File: src/rtl/mem_stage_pkg.sv
// -----------------------------------------------------------------------------
// mem_stage_pkg
// Shared definitions for the RV32I memory-access stage:
//   - EXE_* load/store type codes carried on load_store_type
//   - access_bytes(): number of bytes moved over the byte-wide RAM port
// No ports (package).
// -----------------------------------------------------------------------------
package mem_stage_pkg;

   localparam logic [3:0] EXE_LB  = 4'd0;
   localparam logic [3:0] EXE_LH  = 4'd1;
   localparam logic [3:0] EXE_LW  = 4'd2;
   localparam logic [3:0] EXE_LBU = 4'd3;
   localparam logic [3:0] EXE_LHU = 4'd4;
   localparam logic [3:0] EXE_SB  = 4'd5;
   localparam logic [3:0] EXE_SH  = 4'd6;
   localparam logic [3:0] EXE_SW  = 4'd7;

   // Bytes per access; anything that is not a byte or halfword moves a word.
   function automatic logic [2:0] access_bytes(input logic [3:0] ls_type);
      case (ls_type)
         EXE_LB, EXE_LBU, EXE_SB: access_bytes = 3'd1;
         EXE_LH, EXE_LHU, EXE_SH: access_bytes = 3'd2;
         default:                 access_bytes = 3'd4;
      endcase
   endfunction

endpackage

File: src/rtl/mem_ext_unit.sv
// -----------------------------------------------------------------------------
// mem_ext_unit
// Combinational byte assembly and load extension. The four captured RAM bytes
// (little-endian, byte 0 = lowest address) are packed into a word and then
// sign- or zero-extended according to the load type.
// Ports:
//   bytes_in         in  8 x 4  captured load bytes
//   load_store_type  in  4      EXE_* code
//   data             out 32     extended load result
// -----------------------------------------------------------------------------
module mem_ext_unit
   import mem_stage_pkg::*;
(
   input  logic [7:0]  bytes_in [4],
   input  logic [3:0]  load_store_type,
   output logic [31:0] data
);

   logic [31:0] raw;

   genvar gi;
   generate
      for (gi = 0; gi < 4; gi = gi + 1) begin : g_pack
         assign raw[8*gi +: 8] = bytes_in[gi];
      end
   endgenerate

   always_comb begin
      data = raw;
      case (load_store_type)
         EXE_LB:  data = {{24{raw[7]}}, raw[7:0]};
         EXE_LBU: data = {24'h0, raw[7:0]};
         EXE_LH:  data = {{16{raw[15]}}, raw[15:0]};
         EXE_LHU: data = {16'h0, raw[15:0]};
         default: data = raw;
      endcase
   end

endmodule

File: src/rtl/mem_stage.sv
// -----------------------------------------------------------------------------
// mem_stage
// Memory-access stage of the 5-stage RV32I pipeline (between EX/MEM and MEM/WB).
// Loads and stores are serialised byte by byte over a shared byte-wide RAM port;
// the pipeline is stalled until the access completes. Non-memory results pass
// straight through to WB in the same cycle.
//
// Optional feature: define MEM_STAGE_FW_EN to drive the ID forwarding outputs
// (mem_fw/mem_fw_addr/mem_fw_data) from the WB-bound results; otherwise they
// are tied to zero.
//
// Ports:
//   clk, rst                 clock (rising edge), async active-low reset
//   rd_data_i/rd_addr_i/rd_enable_i   EX result / dest reg / write enable
//   load_enable, store_enable, mem_addr_i, load_store_type   memory request
//   bus_req / bus_gnt        shared RAM port arbitration
//   mem_a, mem_dout, mem_din, mem_wr   byte RAM port (read data 1 cycle late)
//   stall_req                freeze PC..EX/MEM while an access is running
//   rd_data_o/rd_addr_o/rd_enable_o   to MEM/WB
//   mem_fw, mem_fw_addr, mem_fw_data  forwarding to ID
// -----------------------------------------------------------------------------
module mem_stage
   import mem_stage_pkg::*;
#(
   parameter int ADDR_W = 32,
   parameter int DATA_W = 32
)
(
   input  logic              clk,
   input  logic              rst,
   input  logic [DATA_W-1:0] rd_data_i,
   input  logic [4:0]        rd_addr_i,
   input  logic              rd_enable_i,
   input  logic              load_enable,
   input  logic              store_enable,
   input  logic [ADDR_W-1:0] mem_addr_i,
   input  logic [3:0]        load_store_type,
   output logic              bus_req,
   input  logic              bus_gnt,
   output logic [ADDR_W-1:0] mem_a,
   output logic [7:0]        mem_dout,
   input  logic [7:0]        mem_din,
   output logic              mem_wr,
   output logic              stall_req,
   output logic [DATA_W-1:0] rd_data_o,
   output logic [4:0]        rd_addr_o,
   output logic              rd_enable_o,
   output logic              mem_fw,
   output logic [4:0]        mem_fw_addr,
   output logic [DATA_W-1:0] mem_fw_data
);

   localparam logic [1:0] ST_IDLE   = 2'd0;
   localparam logic [1:0] ST_ACCESS = 2'd1;
   localparam logic [1:0] ST_DONE   = 2'd2;

   logic [1:0] state_reg, state_next;
   logic [2:0] cnt_reg, cnt_next;
   logic [7:0] buf_reg [4];

   logic       mem_op;
   logic       is_store;
   logic [2:0] n_bytes;
   logic [2:0] addr_off;
   logic       capture;
   logic [3:0] byte_we;
   logic [7:0] store_byte;
   logic [31:0] ext_data;

   // A simultaneous load+store request is handled as a store.
   assign mem_op   = load_enable | store_enable;
   assign is_store = store_enable;
   assign n_bytes  = access_bytes(load_store_type);

   // Loads spend one extra cycle at cnt==N to collect the last (late) byte;
   // the address is held on the final byte during that cycle.
   assign addr_off = (!is_store && (cnt_reg == n_bytes)) ? (cnt_reg - 3'd1) : cnt_reg;

   // Read data lags its address by one cycle, so the byte seen at cnt
   // belongs to address offset cnt-1.
   assign capture = (state_reg == ST_ACCESS) && !is_store && (cnt_reg != 3'd0);

   genvar gi;
   generate
      for (gi = 0; gi < 4; gi = gi + 1) begin : g_byte_we
         assign byte_we[gi] = capture && (cnt_reg == 3'(gi + 1));
      end
   endgenerate

   always_comb begin
      store_byte = 8'h00;
      case (cnt_reg[1:0])
         2'd0: store_byte = rd_data_i[7:0];
         2'd1: store_byte = rd_data_i[15:8];
         2'd2: store_byte = rd_data_i[23:16];
         2'd3: store_byte = rd_data_i[31:24];
         default: store_byte = 8'h00;
      endcase
   end

   mem_ext_unit u_ext (
      .bytes_in        (buf_reg),
      .load_store_type (load_store_type),
      .data            (ext_data)
   );

   // State register, byte counter and load buffer.
   always_ff @(posedge clk or negedge rst) begin
      if (!rst) begin
         state_reg <= ST_IDLE;
         cnt_reg   <= 3'd0;
         for (int i = 0; i < 4; i++) begin
            buf_reg[i] <= 8'h00;
         end
      end else begin
         state_reg <= state_next;
         cnt_reg   <= cnt_next;
         for (int i = 0; i < 4; i++) begin
            if (byte_we[i]) begin
               buf_reg[i] <= mem_din;
            end
         end
      end
   end

   // Next-state logic.
   always_comb begin
      state_next = state_reg;
      cnt_next   = cnt_reg;
      case (state_reg)
         ST_IDLE: begin
            if (mem_op && bus_gnt) begin
               state_next = ST_ACCESS;
               cnt_next   = 3'd0;
            end
         end
         ST_ACCESS: begin
            cnt_next = cnt_reg + 3'd1;
            if (is_store && (cnt_reg == n_bytes - 3'd1)) begin
               state_next = ST_DONE;
               cnt_next   = 3'd0;
            end else if (!is_store && (cnt_reg == n_bytes)) begin
               state_next = ST_DONE;
               cnt_next   = 3'd0;
            end
         end
         ST_DONE: begin
            state_next = ST_IDLE;
            cnt_next   = 3'd0;
         end
         default: begin
            state_next = ST_IDLE;
            cnt_next   = 3'd0;
         end
      endcase
   end

   // Output logic. While reset is held every output is forced to zero,
   // including the otherwise combinational pass-through paths.
   always_comb begin
      bus_req     = 1'b0;
      stall_req   = 1'b0;
      mem_a       = '0;
      mem_dout    = 8'h00;
      mem_wr      = 1'b0;
      rd_data_o   = '0;
      rd_addr_o   = 5'd0;
      rd_enable_o = 1'b0;
      if (rst) begin
         case (state_reg)
            ST_IDLE: begin
               rd_data_o = rd_data_i;
               rd_addr_o = rd_addr_i;
               if (mem_op) begin
                  bus_req   = 1'b1;
                  stall_req = 1'b1;
               end else begin
                  rd_enable_o = rd_enable_i;
               end
            end
            ST_ACCESS: begin
               bus_req   = 1'b1;
               stall_req = 1'b1;
               rd_data_o = rd_data_i;
               rd_addr_o = rd_addr_i;
               mem_a     = mem_addr_i + ADDR_W'(addr_off);
               if (is_store) begin
                  mem_wr   = 1'b1;
                  mem_dout = store_byte;
               end
            end
            ST_DONE: begin
               rd_addr_o = rd_addr_i;
               if (is_store) begin
                  rd_data_o = rd_data_i;
               end else begin
                  rd_data_o   = ext_data;
                  rd_enable_o = rd_enable_i;
               end
            end
            default: begin
               rd_data_o = '0;
            end
         endcase
      end
   end

`ifdef MEM_STAGE_FW_EN
   assign mem_fw      = rd_enable_o;
   assign mem_fw_addr = rd_addr_o;
   assign mem_fw_data = rd_data_o;
`else
   assign mem_fw      = 1'b0;
   assign mem_fw_addr = 5'd0;
   assign mem_fw_data = '0;
`endif

endmodule

File: config.mk
export PLATFORM = sky130hd
export DESIGN_NAME = mem_stage
export DESIGN_NICKNAME = d
export VERILOG_FILES = /design/src/rtl/mem_stage_pkg.sv /design/src/rtl/mem_ext_unit.sv /design/src/rtl/mem_stage.sv
export SDC_FILE = /design/constraint.sdc
export NUM_CORES = 1
export LEC_CHECK = 0
export ABC_AREA = 0
export ABC_CLOCK_PERIOD_IN_PS = 4800
export BUFFER_PORTS_ARGS = -buffer_cell sky130_fd_sc_hd__buf_2
export CAP_MARGIN = 40
export CORE_MARGIN = 10
export CORE_UTILIZATION = 30
export DETAILED_ROUTE_END_ITERATION = 8
export GPL_TIMING_DRIVEN = 0
export SLEW_MARGIN = 40
export SYNTH_ARGS = -nofsm -noshare
export SYNTH_HDL_FRONTEND = slang
export SYNTH_SLANG_ARGS = --single-unit
File: constraint.sdc
create_clock -name clk -period 4.8 [get_ports clk]
set_clock_uncertainty 0.1 [all_clocks]
set_input_delay 0 -clock clk [delete_from_list [all_inputs] [get_ports clk]]
set_output_delay 0 -clock clk [all_outputs]
set_load 0.1 [all_outputs]
==> flow_summary_export.csv, run 1 <==
group,metric,value,unit
synthesis,seq_area_frac_synth,25.7,%
pwr,power.total,2.57,mW
finish,final_util,43.6,%
floorplan,die_h,130,um
synthesis,synth_flop_cell,"dfrtp_1",
synthesis,yosys_warnings,0,
synthesis,synth_seq_cells,37,
worst_hold_path,min_path_cells,4,
timing,timing.hold.ws,65.8,ps
critical_path,r2r-start,"cnt_reg[2]",
global_route,grt_max_degree,40,
floorplan,fp.coreArea,11600,sq um
floorplan,io_pins,206,
timing,period_share,95.2,%
finish,area_growth_syn_to_layout,40.3,%
finish,final_nets,769,
floorplan,start_util,31.1,%
clock_tree,clk_pin_slew_worst_paths,60,ps
timing,period_minus_slack,4570,ps
placement,gp_congestion,0.889,
critical_path,r2r_cells,8,
global_route,grt_pass1_vias,3998,
clock_tree,clockBufferDepth,2,
run,maxCapViolations,0,
critical_path,cp_num_buf_inv,3,
floorplan,die_w,130,um
critical_path,critPathMaxStageDelay,430,ps
timing,setup_violations,0,
finish,antenna_cells,0,
floorplan,rows,39,
floorplan,die-area,16800,sq um
worst_hold_path,min_from,"bus_gnt",
timing,rsz0062_at_grt,"false",
finish,regArea,926,sq um
timing,worst_slack,233,ps
critical_path,path_cells,"buf_2 -> o21ba_2 -> a211o_1 -> ha_1 -> or3_1 -> or3_1 -> nand3_1 -> or3b_1 -> buf_6 -> ha_1 -> ha_1 -> fa_1 -> a21o_1 -> and2_1 -> and3_1 -> xnor2_1 -> nor2_2 -> buf_2",
outcome,status,"complete, no violations",
synthesis,synth_area,3610,sq um
critical_path,cp_slowest_cell,"buf_2",
timing,hold_viol_final,0,
synthesis,avgSynthCellArea,7.93,sq um
critical_path,crit_arrival,4470,ps
global_route,antenna_found_initial,0,
route,vias,4016,
timing,fmax,219,MHz
finish,largest_reg_flops,32,
route,ant_nets,0,
clock_tree,clk-insertion-delay-late,280,ps
global_route,overflow,0,
global_route,grtUsageTotal,15.3,%
route,drc,0,
critical_path,r2r_end,"cnt_reg[0]",
critical_path,worst_path_most_repeated_cell,"ha_1",
route,routed_wl,13900,um
critical_path,r2r_slack,2430,ps
clock_tree,cts_buffers,5,
pwr,vdd_drop_max,0.000166,V
finish,n_fill_cell,1220,
critical_path,start_kind,"input port",
pwr,leakagePower,2.62,nW
critical_path,critical_path.top_delay_family,"simple AND/OR/NAND/NOR gates",
placement,io_buffers,163,
finish,final_layout_size_suffix_gt1_share,39.8,%
pwr,power_density,508,nW/um^2
route,first_iter_violations,278,
synthesis,synth_cells,455,
clock_tree,cts_tree,"yes",
route,firstDrtPassIters,7,
clock_tree,cts-htree-levels,2,
placement,dpl.hpwl,11500,um
critical_path,worst-path-max-fanout,8,
placement,pre_cts_slack,-61.7,ps
worst_hold_path,min_path_type,"input port to flip-flop",
global_route,grt_pass1_wl,20900,um
finish,multi_input_area,2450,sq um
critical_path,end_kind,"primary output",
timing,drv_slew,0,
critical_path,path_class,"input port to primary output",
clock_tree,cts-root-buf,"clkbuf_16",
route,vias_per_cell,4.93,
synthesis,postSynth.asyncResetShare,100,%
worst_hold_path,holdPathEnd,"state_reg[0]",
synthesis,yosysUniqueCellTypes,48,
route,wl_per_cell,17.0,um
timing,worst_slew_pin_slew,746,ps
clock_tree,cts_setup_buffers,0,
critical_path,required,4700,ps
synthesis,synth-edff-count,0,
clock_tree,cts.sinks,37,
timing,slew_headroom,49.8,%
layer usage:
layer	vias to the layer above	part of all wire [%]	global-route usage (%)
li1	1954	-	-
met4	0	2.4	3.77
met3	21	6.1	3.92
met5	-	0	0
met1	1925	39	17.3
met2	116	53	28.0
Yosys cell counts (all sizes together) (13+ instances only):
library cell / n / area, sq um
xor2: 16 / 140
mux2: 31 / 349
nand2: 38 / 143
a21oi: 21 / 105
nor2: 63 / 236
nand3: 13 / 65.1
xnor2: 14 / 123
dfrtp: 37 / 926
buf: 42 / 314
o21ai: 30 / 150
clkbuf: 24 / 90.1
power by group:
part | internal [mW] | total (mW) | switching, mW
logic | 0.403 | 1.72 | 1.32
registers | 0.432 | 0.514 | 0.0819
clock network | 0.207 | 0.338 | 0.132
total | 1.04 | 2.57 | 1.53
cell usage in the layout (no fill, tap or decap), drive strengths merged, types with 4 or more instances in the layout:
master,n
a21o,4
a21oi,21
a222oi,8
a22o,9
and2,8
and3,11
buf,205
clkbuf,29
conb,38
dfrtp,37
dlygate4sd3,9
ha,11
inv,11
mux2,31
nand2,38
nand2b,4
nand3,13
nand4,11
nor2,63
nor3,8
nor4,4
o21ai,30
or3,5
xnor2,14
xor2,16
worst max path at each step:
| stage | startpoint | endpoint | depth (start not counted) |
|---|---|---|---|
| final | load_store_type[1] | mem_a[6] | 18 |
| after global routing | load_store_type[3] | mem_a[27] | 18 |
| after CTS | load_store_type[3] | mem_a[6] | 19 |
| after detailed placement | load_store_type[3] | mem_a[26] | 19 |
| after global placement | load_store_type[3] | mem_a[26] | 19 |
| after floorplan | load_store_type[3] | mem_a[27] | 17 |
cell families after synthesis:
logic type,Yosys count,synth area share (%)
other,1,0.104
muxes,32,9.95
AOI/OAI and AO/OA,89,16.8
adders and majority gates,12,4.37
xor gates and xnor gates,30,7.28
DFF,37,25.7
and+or+nand+nor,177,23.5
buffers and inverters,77,12.3
cell type report:
| type | count | share of cell area [%] |
|---|---|---|
| Buffer | 65 | 7.91 |
| Clock inverter | 2 | 0.272 |
| Sequential cell | 37 | 18.3 |
| Timing Repair Buffer | 172 | 18.0 |
| Multi-Input combinational cell | 378 | 48.5 |
| Clock buffer | 6 | 2.74 |
| Inverter | 11 | 0.815 |
| Tap cell | 143 | 3.53 |
tightest hold or removal path: stages:
cell and delay [ps]:
buf_2 100, o21ai_0 110, nor3_1 60, a21o_1 150
timing repair:
action | in CTS | in global routing
endpoints found under the hold margin | 69 | 0
gates resized for setup | 1 | 1
hold buffers | 9 | 0
cloned | 0 | 0
endpoints found under the setup margin | 1 | 17
pin swaps | 0 | 0
per-stage QoR:
| stage | cells | TNS [ps] | cell area (sq um) |
|---|---|---|---|
| 2_1_floorplan | 492 | -0.369 | 3800 |
| 3_3_place_gp | 798 | 0 | 4790 |
| 3_5_place_dp | 798 | -61.7 | 4800 |
| 4_1_cts | 815 | 0 | 5040 |
| 5_1_grt | 814 | 0 | 5060 |
| 6_report | 814 | 0 | 5060 |
Note: power is estimated with default switching activity, not from simulation.
==> inputs of run 2 (changes only) <==
Settings changed: CELL_PAD_IN_SITES_DETAIL_PLACEMENT set to 0, CELL_PAD_IN_SITES_GLOBAL_PLACEMENT set to 2, CORE_UTILIZATION 30 to 23, PLACE_DENSITY_LB_ADDON set to 0.1.
==> run 2 against run 1 <==
- sequential share of layout area down 0.34 points
- combinational power barely moved
- clock power down 1%
- total power grew 0.80%
- count of clock-buffer cells in the layout stayed put
- non-clock buffer count rose by 1
- via count decreased by 0.62%
- first-iteration DRC count shrank 50%
- routed wire length up 12%
- critical path depth is the same
- die area grew 25%
- flip-flop and latch count stayed put
- critical endpoint is now mem_a[24]
==> flow_summary_export.csv, run 2 (synthesis gave the netlist of run 1 again) <==
group,metric,value,unit
finish,final_layout_size_suffix_gt1_share,40.5,%
critical_path,r2r_slack,2420,ps
pwr,p_sw,1.55,mW
floorplan,rows,45,
floorplan,die_w,145,um
global_route,grtUsageTotal,14.0,%
clock_tree,cts-root-buf,"clkbuf_16",
placement,io_buffers,163,
route,wl_per_cell,17.5,um
timing,drv_slew,0,
pwr,power_density,503,nW/um^2
pwr,seqPwrFrac,19.6,%
clock_tree,cts-htree-levels,2,
route,drc,0,
worst_hold_path,min_from,"bus_gnt",
pwr,pwr-share-comb,67.5,%
clock_tree,clockBufferDepth,2,
global_route,antenna_found_initial,1,
placement,gp_congestion,0.780,
global_route,overflow,0,
timing,worst_slew_pin_slew,730,ps
finish,n_fill_cell,1713,
route,ant_nets,0,
run,maxCapViolations,0,
outcome,status,"complete, no violations",
route,vias,3991,
worst_hold_path,min_path_cells,4,
floorplan,die_h,145,um
floorplan,die-area,21100,sq um
route,vias_per_cell,4.52,
timing,period_minus_slack,4470,ps
timing,fmax,224,MHz
global_route,grt_pass1_wl,23800,um
critical_path,worst-path-max-fanout,8,
timing,hold_viol_final,0,
timing,rsz0062_at_grt,"false",
timing,setup_violations,0,
finish,antenna_cells,0,
clock_tree,clk_pin_slew_worst_paths,60,ps
floorplan,start_util,23.6,%
critical_path,path_class,"input port to primary output",
critical_path,required,4700,ps
clock_tree,cts_tree,"yes",
finish,final_nets,770,
critical_path,r2r_end,"cnt_reg[0]",
placement,dpl_cell_area,4900,sq um
pwr,swShare,59.8,%
pwr,clkPwrFrac,12.8,%
clock_tree,cts_setup_buffers,0,
pwr,p_int,1.04,mW
pwr,leakagePower,2.63,nW
critical_path,r2r_cells,8,
critical_path,end_kind,"primary output",
global_route,grt_pass1_vias,4235,
worst_hold_path,holdPathEnd,"state_reg[0]",
route,routed_wl,15500,um
floorplan,fp.coreArea,15300,sq um
finish,layout_commonest_cell,"buf_2",
route,firstDrtPassIters,4,
finish,largest_reg_flops,32,
global_route,grt_max_degree,40,
critical_path,start_kind,"input port",
finish,stdcell_area,5160,sq um
timing,period_share,93.2,%
route,first_iter_violations,140,
worst_hold_path,min_path_type,"input port to flip-flop",
pwr,vdd_drop_max,0.000150,V
timing,slew_headroom,51.2,%
placement,place_inst,867,
critical_path,r2r-start,"cnt_reg[2]",
finish,layout_common_cells,"163 x buf_2, 50 x nor2_1, 42 x buf_4",
finish,final_cells,883,
finish,area_growth_syn_to_layout,43.0,%
clock_tree,cts.sinks,37,
clock_tree,cts_buffers,5,
floorplan,io_pins,206,
placement,dpl.hpwl,12600,um
clock_tree,clk-insertion-delay-late,280,ps
critical_path,crit_arrival,4370,ps
-- run 2: cell types whose count changed in the layout (fill, tap and decap cells not counted) --
cell      previous run  this run
and2_1               8         7
and2_2               0         1
buf_4               41        42
clkbuf_1            23        22
clkbuf_2             0         1
nor4_2               1         2
nor4_4               1         0
o21ai_1              1         0
o21ai_2              0         1
o31ai_1              1         0
o31ai_2              0         1
-- run 2: what timing repair did --
| action | in CTS | in global routing |
|---|---|---|
| gates resized for setup | 2 | 4 |
| hold endpoints to repair | 69 | 0 |
| setup endpoints to repair | 2 | 18 |
| hold buffers | 9 | 0 |
-- run 2: final cells by class --
class                      count  area, sq um  share of cell area (%)
multi-input combinational    378         2450                    47.6
tap                          211          264                    5.12
inverter                      11         41.3                   0.800
sequential                    37          926                    17.9
timing repair buffer         173          918                    17.8
clock inverter                 2         13.8                   0.267
clock buffer                   6          139                    2.69
buffer                        65          402                    7.79
-- run 2: how the worst max path moves through the flow --
stage	cells after the start	endpoint	start
floorplan	17	mem_a[27]	load_store_type[3]
CTS	19	mem_a[26]	load_store_type[3]
detailed placement	19	mem_a[26]	load_store_type[3]
global route	18	mem_a[30]	load_store_type[0]
finish	18	mem_a[24]	load_store_type[1]
global placement	19	mem_a[26]	load_store_type[3]
-- run 2: worst max-delay path, stage by stage --
cell and delay, ps:
buf_2 160, o21ba_2 250, a211o_1 280, ha_1 260, or3_1 380, or3_1 310
nand3_1 110, or3b_1 360, buf_6 140, ha_1 280, ha_1 220, fa_1 410
a21o_1 180, and2_2 260, nand3_1 170, xor2_1 100, nor2_2 80, buf_2 430
-- run 2: stage by stage --
stage	total power, mW	hold slack [ps]	TNS [ps]	utilization, %	setup slack [ps]
finish	2.59	25.6	0	33.7	327
global route	2.75	65.9	0	33.7	42.0
CTS	2.62	21.1	0	33.6	10.5
detailed placement	2.27	-92.8	-103	32.0	-103
global placement	2.25	69.3	-92.5	31.8	-92.5
floorplan	1.91	-396	-0.369	-	-0.369
-- run 2: power groups by stage --
stage               clock network, mW  logic [mW]  registers, mW
floorplan                           0        1.43          0.487
global placement                    0        1.75          0.507
detailed placement                  0        1.75          0.514
CTS                             0.343        1.77          0.509
global route                    0.360        1.86          0.526
finish                          0.333        1.75          0.509
-- run 2: layer usage --
layer	wire length [um]	global-route usage, %	part of all wire (%)
met1	6460	16.2	42
met2	7730	24.4	50
met3	1050	4.41	6.8
met4	220	3.49	1.4
met5	13	0	0.084
==> inputs of run 3 (changes only) <==
Settings changed: CORE_MARGIN 10 to 4, PLACE_DENSITY_LB_ADDON 0.1 to 0.2, SLEW_MARGIN 40 to 20.
==> run 3 against run 2 <==
- core utilization grew 0.13 points
- total power shrank 1.3%
- first-iteration DRC count grew 45%
- register-to-register slack is essentially flat
- critical endpoint is now mem_a[26]
- fmax shrank 0.22%
- highest routed layer is now met4
- combinational power is essentially flat
- count of clock-buffer cells in the layout shrank 1
==> flow_summary_export.csv, run 3 (synthesis gave the netlist of run 1 again) <==
group,metric,value,unit
clock_tree,clockBufferDepth,2,
clock_tree,clk_pin_slew_worst_paths,60,ps
clock_tree,cts-htree-levels,2,
placement,dpl_cell_area,4920,sq um
pwr,power_density,496,nW/um^2
global_route,grt_pass1_vias,4153,
timing,drv_slew,0,
finish,largest_reg_flops,32,
run,maxCapViolations,0,
critical_path,worst-path-max-fanout,8,
timing,period_share,93.4,%
route,firstDrtPassIters,4,
timing,setup_violations,0,
floorplan,die_h,133,um
placement,io_buffers,163,
route,routed_wl,13800,um
global_route,antenna_found_initial,0,
clock_tree,cts_tree,"yes",
floorplan,start_util,23.6,%
finish,final_nets,772,
timing,tns,0,ps
floorplan,die_w,133,um
clock_tree,cts_setup_buffers,0,
floorplan,fp.coreArea,15300,sq um
finish,layout_common_cells,"165 x buf_2, 50 x nor2_1, 41 x buf_4",
route,wl_per_cell,15.6,um
global_route,grtUsageTotal,15.0,%
route,drc,0,
clock_tree,cts.sinks,37,
floorplan,io_pins,206,
floorplan,rows,45,
route,first_iter_violations,203,
clock_tree,cts-root-buf,"clkbuf_16",
timing,fmax,223,MHz
pwr,vdd_drop_max,0.000182,V
timing,rsz0062_at_grt,"false",
finish,stdcell_area,5160,sq um
critical_path,crit_arrival,4380,ps
global_route,grt_pass1_wl,21600,um
floorplan,die-area,17800,sq um
pwr,leakagePower,2.63,nW
finish,final_util,33.8,%
finish,n_fill_cell,1676,
route,ant_nets,0,
finish,antenna_cells,0,
finish,regArea,926,sq um
clock_tree,cts_buffers,5,
timing,hold_viol_final,0,
route,vias_per_cell,4.50,
finish,multi_input_area,2440,sq um
global_route,overflow,0,
timing,worst_slew_pin_slew,740,ps
pwr,power.total,2.56,mW
finish,final_layout_size_suffix_gt1_share,40.1,%
timing,period_minus_slack,4480,ps
critical_path,required,4700,ps
clock_tree,clk-insertion-delay-late,280,ps
worst_hold_path,min_path_type,"input port to async pin",
critical_path,end_kind,"primary output",
critical_path,path_class,"input port to primary output",
critical_path,start_kind,"input port",
placement,gp_congestion,0.795,
global_route,grt_max_degree,33,
route,vias,3985,
timing,slew_headroom,50.3,%
outcome,status,"complete, no violations",
placement,dpl.hpwl,11200,um
finish,layout_commonest_cell,"buf_2",
finish,area_growth_syn_to_layout,43.0,%
run 3: critical path, stage by stage:
cell	delay, ps
clkbuf_1	220
nor4b_2	380
nor2_1	90
ha_1	250
or3_1	370
or3_1	310
nand3_1	110
or3b_1	370
buf_6	150
ha_1	270
ha_1	180
fa_1	220
a21o_1	140
and2_1	310
nand3_1	190
or3_1	360
a21oi_2	150
buf_4	310
run 3: power by group:
| group | internal, mW | switching, mW |
|---|---|---|
| registers | 0.432 | 0.0733 |
| clock network | 0.190 | 0.129 |
| logic | 0.405 | 1.33 |
run 3: layer usage:
layer | global-route usage, % | vias to the layer above | routed length (um)
li1 | - | 1957 | -
met1 | 19.0 | 1895 | 5870
met2 | 27.3 | 127 | 7080
met3 | 2.42 | 6 | 776
met4 | 2.34 | 0 | 108
met5 | 0 | - | 0
run 3: final timing paths:
check,start,to,slack [ps],cells past startpoint
worst max-delay path,load_store_type[3],mem_a[26],320,18
worst min-delay path,rst,buf_reg[4],10,2
worst max register to register,cnt_reg[2],cnt_reg[0],2430,8
worst min register to register,buf_reg[5],buf_reg[5],410,1
max in group asynchronous,rst,state_reg[1],4150,3
min in group clk,bus_gnt,state_reg[0],50,4
run 3: timing repair:
action                                 in CTS  in global routing
gates resized for setup                     2                  1
cloned                                      0                  0
endpoints found under the hold margin      69                  0
hold buffers                                9                  0
setup endpoints to repair                   2                 18
pin swaps                                   0                  0
run 3: area by class of cell:
| class | count | area share, % |
|---|---|---|
| multi-input cells | 378 | 47.2 |
| well taps | 211 | 5.12 |
| plain buffers | 64 | 7.69 |
| clock inverters | 3 | 0.339 |
| clock buffers | 5 | 2.42 |
| repair buffers | 176 | 18.5 |
| flip-flops and latches | 37 | 17.9 |
| inverters | 11 | 0.800 |
run 3: metrics by stage:
stage	hold slack [ps]	cells	worst slack, ps
final	14.3	885	317
after global routing	30.4	885	0.281
after CTS	12.7	887	54.9
after detailed placement	-231	870	-50.4
after global placement	68.0	866	-5.23
after floorplan	-396	492	-0.369
